**src/rtl/alu_pkg.sv**
```systemverilog
// Shared ALU result-path definitions: output channel count, select/count widths,
// channel index constants and the per-slot state encoding.
package alu_pkg;

  localparam int unsigned NUM_OUT = 8;
  localparam int unsigned SEL_W   = 3;
  localparam int unsigned CNT_W   = 4;

  localparam logic [SEL_W-1:0] CH_0 = SEL_W'(0);
  localparam logic [SEL_W-1:0] CH_1 = SEL_W'(1);
  localparam logic [SEL_W-1:0] CH_2 = SEL_W'(2);
  localparam logic [SEL_W-1:0] CH_3 = SEL_W'(3);
  localparam logic [SEL_W-1:0] CH_4 = SEL_W'(4);
  localparam logic [SEL_W-1:0] CH_5 = SEL_W'(5);
  localparam logic [SEL_W-1:0] CH_6 = SEL_W'(6);
  localparam logic [SEL_W-1:0] CH_7 = SEL_W'(7);

  typedef enum logic {
    SLOT_EMPTY = 1'b0,
    SLOT_FULL  = 1'b1
  } slot_state_t;

  // Number of set bits in a channel vector.
  function automatic logic [CNT_W-1:0] popcount(input logic [NUM_OUT-1:0] v);
    logic [CNT_W-1:0] n;
    n = '0;
    for (int i = 0; i < NUM_OUT; i++) begin
      n = n + CNT_W'(v[i]);
    end
    return n;
  endfunction

endpackage

```
**src/rtl/result_slot.sv**
```systemverilog
// One-entry holding register for a single output channel with EMPTY/FULL state.
// A load in the same cycle as a drain keeps the slot FULL with the new word.
module result_slot
  import alu_pkg::*;
#(
  parameter int unsigned W = 64
) (
  input  logic         clk,
  input  logic         rst_n,
  input  logic         load,
  input  logic [W-1:0] load_data,
  input  logic         ready,
  output logic [W-1:0] data,
  output logic         valid
);

  slot_state_t state, state_next;

  always_ff @(posedge clk or negedge rst_n) begin
    if (!rst_n) begin
      state <= SLOT_EMPTY;
    end else begin
      state <= state_next;
    end
  end

  always_comb begin
    state_next = state;
    case (state)
      SLOT_EMPTY: if (load) state_next = SLOT_FULL;
      SLOT_FULL:  if (ready && !load) state_next = SLOT_EMPTY;
      default:    state_next = SLOT_EMPTY;
    endcase
  end

  // Data holds its last value after a drain; only a load replaces it.
  always_ff @(posedge clk or negedge rst_n) begin
    if (!rst_n) begin
      data <= '0;
    end else if (load) begin
      data <= load_data;
    end
  end

  assign valid = (state == SLOT_FULL);

endmodule

```
**src/rtl/result_demux1to8.sv**
```systemverilog
// ALU result distributor: routes one tagged word per cycle into one of eight
// single-entry output channels, each with its own valid/ready handshake.
module result_demux1to8
  import alu_pkg::*;
#(
  parameter int unsigned W = 64
) (
  input  logic                 clk,
  input  logic                 rst_n,
  input  logic [W-1:0]         in_data,
  input  logic [SEL_W-1:0]     in_sel,
  input  logic                 in_valid,
  output logic                 in_ready,
  output logic [NUM_OUT*W-1:0] out_data,
  output logic [NUM_OUT-1:0]   out_valid,
  input  logic [NUM_OUT-1:0]   out_ready,
  output logic [CNT_W-1:0]     pending
);

  logic [NUM_OUT-1:0] valid;
  logic [NUM_OUT-1:0] load;
  logic [NUM_OUT-1:0] drain;
  logic               accept;
  logic [CNT_W-1:0]   pending_next;

  // Ready passes straight through from the selected consumer when its slot is full.
  assign in_ready = rst_n && (!valid[in_sel] || out_ready[in_sel]);
  assign accept   = in_valid && in_ready;
  assign load     = accept ? (NUM_OUT'(1) << in_sel) : '0;
  assign drain    = valid & out_ready;

  for (genvar k = 0; k < NUM_OUT; k++) begin : g_slot
    result_slot #(.W(W)) u_slot (
      .clk       (clk),
      .rst_n     (rst_n),
      .load      (load[k]),
      .load_data (in_data),
      .ready     (out_ready[k]),
      .data      (out_data[k*W +: W]),
      .valid     (valid[k])
    );
  end

  assign out_valid = valid;

  // Refilled drains cancel out; only an accept into an empty slot adds one.
  assign pending_next = pending
                      + CNT_W'(accept && !valid[in_sel])
                      - popcount(drain & ~load);

  always_ff @(posedge clk or negedge rst_n) begin
    if (!rst_n) begin
      pending <= '0;
    end else begin
      pending <= pending_next;
    end
  end

endmodule

```
**config.mk**
```make
export PLATFORM = sky130hd
export DESIGN_NAME = result_demux1to8
export DESIGN_NICKNAME = d
export VERILOG_FILES = /design/src/rtl/alu_pkg.sv /design/src/rtl/result_slot.sv /design/src/rtl/result_demux1to8.sv
export SDC_FILE = /design/constraint.sdc
export NUM_CORES = 1
export LEC_CHECK = 0
export CAP_MARGIN = 20
export CELL_PAD_IN_SITES_DETAIL_PLACEMENT = 1
export CELL_PAD_IN_SITES_GLOBAL_PLACEMENT = 2
export CORE_ASPECT_RATIO = 0.5
export CORE_MARGIN = 2
export CORE_UTILIZATION = 32
export CTS_CLUSTER_DIAMETER = 120
export DETAILED_ROUTE_END_ITERATION = 8
export PLACE_DENSITY = 0.88
export REMOVE_ABC_BUFFERS = 1
export SYNTH_ARGS = -nofsm -noshare
export SYNTH_HDL_FRONTEND = slang
export SYNTH_SLANG_ARGS = --single-unit
```
**constraint.sdc**
```tcl
create_clock -name clk -period 5 [get_ports clk]
set_clock_uncertainty 0.2 [all_clocks]
set_input_delay 0.5 -clock clk [delete_from_list [all_inputs] [get_ports clk]]
set_output_delay 0.5 -clock clk [all_outputs]
set_load 0.02 [all_outputs]
```
==> flow_metrics.env <==
export IMPL_cts_sinks=524
export IMPL_cpLargestDelayFamily="adder cells"
export IMPL_cts_htree_levels=2
export IMPL_maxCapViolCount=0
export IMPL_layout_commonest_cell="clkdlybuf4s50_1"
export IMPL_finalWeightedCongestion=0.9327
export IMPL_first_pass_iters=4
export IMPL_switching_power_mw=4.956
export IMPL_p_sw_share_pct=32.99
export IMPL_grt_pass1_wl_mm=99.35
export IMPL_startpoint_type="input port"
export IMPL_die_w_um=357.1
export IMPL_num_vias=12760
export IMPL_ctsLongestPathBuffers=3
export IMPL_regToRegStartpoint="g_slot[7].u_slot.valid$_DFF_PN0_"
export IMPL_cts_root_buf="clkbuf_16"
export IMPL_crit_arrival_ns=4.99
export IMPL_cts_tree="built"
export IMPL_worst_pin_slew_ns=1.017
export IMPL_design_area_um2=28650
export IMPL_die_h_um=180.6
export IMPL_p_comb_share_pct=35.3
export IMPL_layout_drive_gt1_share_pct=23.32
export IMPL_routed_top_layer="met4"
export IMPL_routedWlPerCell_um=25.88
export IMPL_setup_viol=0
export IMPL_r2r_end="pending[3]$_DFF_PN0_"
export IMPL_reg2reg_setup_slack_ns=0.50
export IMPL_min_path_type="reg -> reg"
export IMPL_hpwl_mm=48.89
export IMPL_vias_per_cell=4.771
export IMPL_synth_area_leader_cell="dfrtp_1"
export IMPL_drtAntennaViolNets=0
export IMPL_rows=64
export IMPL_cp_common_cell="fa_1"
export IMPL_track_usage_pct=21.16
export IMPL_overflow=0
export IMPL_status="finished clean"
export IMPL_netlist_instances=1178
export IMPL_crit_path_cell_trace="clkdlybuf4s50_1 -> mux4_2 -> and2_1 -> buf_4 -> o211a_4 -> nand3b_1 -> fa_1 -> fa_1 -> inv_1 -> fa_1 -> fa_1 -> inv_1 -> ha_1 -> ha_1 -> xor2_1 -> xnor2_1"
export IMPL_syn_to_final_growth_pct=43.56
export IMPL_antenna_found_initial=5
export IMPL_totalWireLength_mm=69.20
export IMPL_crit_required_ns=5.25
export IMPL_netlist_area_um2=19950
export IMPL_drt_iter0_markers=506
export IMPL_hold_depth=1
export IMPL_drt_met1_wl_mm=24.49
export IMPL_leakage_nw=12.39
export IMPL_hold_path_end="g_slot[0].u_slot.data[58]$_DFFE_PN0P_"
export IMPL_io_buffers=602
export IMPL_avgSynthCellArea_um2=16.94
export IMPL_cp_max_fo=3
export IMPL_p_int_mw=10.07
export IMPL_yosysSeqAreaShare_pct=65.72
export IMPL_grt_start_max_net_pins=163
export IMPL_core_area_um2=61420
export IMPL_fin_crit_ns=4.738
export IMPL_crit_buf_inv=4
export IMPL_fillers=6015
export IMPL_remaining_drc_errors=0
export IMPL_met2_length_mm=38.99
export IMPL_clkPwrFrac_pct=25.7
export IMPL_clk_insertion_delay_late_ns=0.56
export IMPL_synth_distinct_cells=29
export IMPL_route_met3_wl_mm=1.783
export IMPL_place_area_um2=26960
export IMPL_crit_slowest_cell="fa_1"
export IMPL_reg2reg_depth=16
export IMPL_slew_violations=0
export IMPL_numCtsBuffers=50
export IMPL_slowest_delay_ns=0.54
export IMPL_nets=1898
export IMPL_yosysWarningCount=0
export IMPL_end_kind="flop"
export IMPL_seq_area_um2=13110
export IMPL_synth_top_area_share_pct=65.72
export IMPL_min_from="g_slot[0].u_slot.data[58]$_DFFE_PN0P_"
export IMPL_fmax_ghz=0.2111
export IMPL_dieArea_um2=64490
export IMPL_final_cell_mix="clkdlybuf4s50_1 (601), dfrtp_1 (524), mux2_2 (306), mux2_1 (206), clkbuf_16 (51)"
export IMPL_rsz0062_at_grt="false"
export IMPL_clk_pin_slew_ns=0.06
export IMPL_multi_input_area_um2=6392
export IMPL_start_util_pct=32.49
export IMPL_finalHoldViolCount=0
export IMPL_ys_seq_elements=524
export IMPL_slew_headroom_pct=32.19
export IMPL_fin_util_pct=46.64
export IMPL_seq_power_share_pct=39.1
export IMPL_power_density_nw_per_um2=524.4
export IMPL_grt_pass1_vias=13580
export IMPL_fin_crit_sh_pct=94.76
export IMPL_synth_area_leaders="dfrtp_1 (66%), mux2_2 (17%), mux2_1 (12%)"
export IMPL_io_pins=603
export IMPL_peakVddDrop_mv=0.2318
export IMPL_crit_type="in -> reg"
stage by stage:
stage               total power [mW]  setup slack (ns)  std cells  TNS [ns]  hold slack [ns]
detailed placement             11.28           -0.3462       2578   -0.5141           0.2737
floorplan                      8.151            -2.959       1112    -49.99         0.004409
CTS                            15.18            0.2697       2668         0           0.2886
global route                   15.59            0.1252       2672         0           0.2995
global placement               11.11           -0.2318       2578   -0.2761           0.2663
finish                         15.02            0.2621       2674         0           0.2825
area by class of cell:
cell class	instances	area share, %
sequential	524	45.78
tap	825	3.604
clock inverter	7	0.3320
multi-input combinational	569	22.32
inverter	19	0.2490
antenna	5	0.04368
clock buffer	82	5.386
timing repair buffer	643	22.29
cells by family after synthesis:
family / share of synthesized area, %
fa+ha+maj: 1.041
flops: 65.72
xor+xnor: 0.1317
buf+inv: 2.489
mux: 29.46
compound gates: 0.6585
simple gates: 0.5016
worst reg2reg max path, delay by kind of cell (launching register included):
kind / cells / cell delay (ns)
xor+xnor: 2 / 0.27
buf+inv: 4 / 0.34
fa+ha+maj: 6 / 1.96
mux: 2 / 0.77
compound gates: 1 / 0.15
simple gates: 1 / 0.24
flops: 1 / 0.44
sequential cells by signal (all words and copies together), names as in the netlist:
| signal | cells |
|---|---|
| g_slot.u_slot.data | 512 |
| g_slot.u_slot.valid | 8 |
| pending | 4 |
worst max-delay path by stage:
stage,startpoint,endpoint,slack (ns),cells past startpoint
floorplan,in_sel[2],pending[3]$_DFF_PN0_,-2.96,14
global placement,in_sel[1],pending[3]$_DFF_PN0_,-0.23,15
detailed placement,in_sel[1],pending[3]$_DFF_PN0_,-0.35,16
CTS,in_sel[1],pending[3]$_DFF_PN0_,0.27,16
global route,in_sel[2],pending[3]$_DFF_PN0_,0.13,17
finish,in_sel[1],pending[3]$_DFF_PN0_,0.26,16
metal layers:
| layer | GRT usage [%] | vias to the layer above |
|---|---|---|
| met4 | 10.64 | 0 |
| met5 | 0 | - |
| met1 | 22.96 | 6894 |
| met3 | 2.775 | 169 |
| li1 | - | 5415 |
| met2 | 40.16 | 280 |
cell usage after synthesis (all sizes together):
cell and number:
nor3b 1, a21o 4, mux2i 1, dfrtp 524, inv 19, xnor2 2, nand2 4, o211a 3
fa 6, mux4 4, o211ai 3, nand3 1, nor2 4, buf 66, nand3b 2, and2 2
and3 3, ha 7, o31a 1, nor3 1, xor2 1, o2111a 1, o21ai 4, mux2 512
nor2b 1, o2111ai 1
power groups by stage:
stage | Combinational [mW] | Clock [mW] | Sequential, mW
global placement | 5.24 | 0 | 5.86
CTS | 5.36 | 3.95 | 5.88
detailed placement | 5.34 | 0 | 5.94
finish | 5.30 | 3.86 | 5.87
global route | 5.45 | 4.12 | 6.02
floorplan | 0.923 | 0 | 7.23
what timing repair did:
action / in CTS / in global routing
endpoints found under the hold margin: 159 / 0
buffers inserted: 0 / 0
gates resized for setup: 0 / 0
hold buffers: 1 / 0
Power figures use the tool's default switching activity.
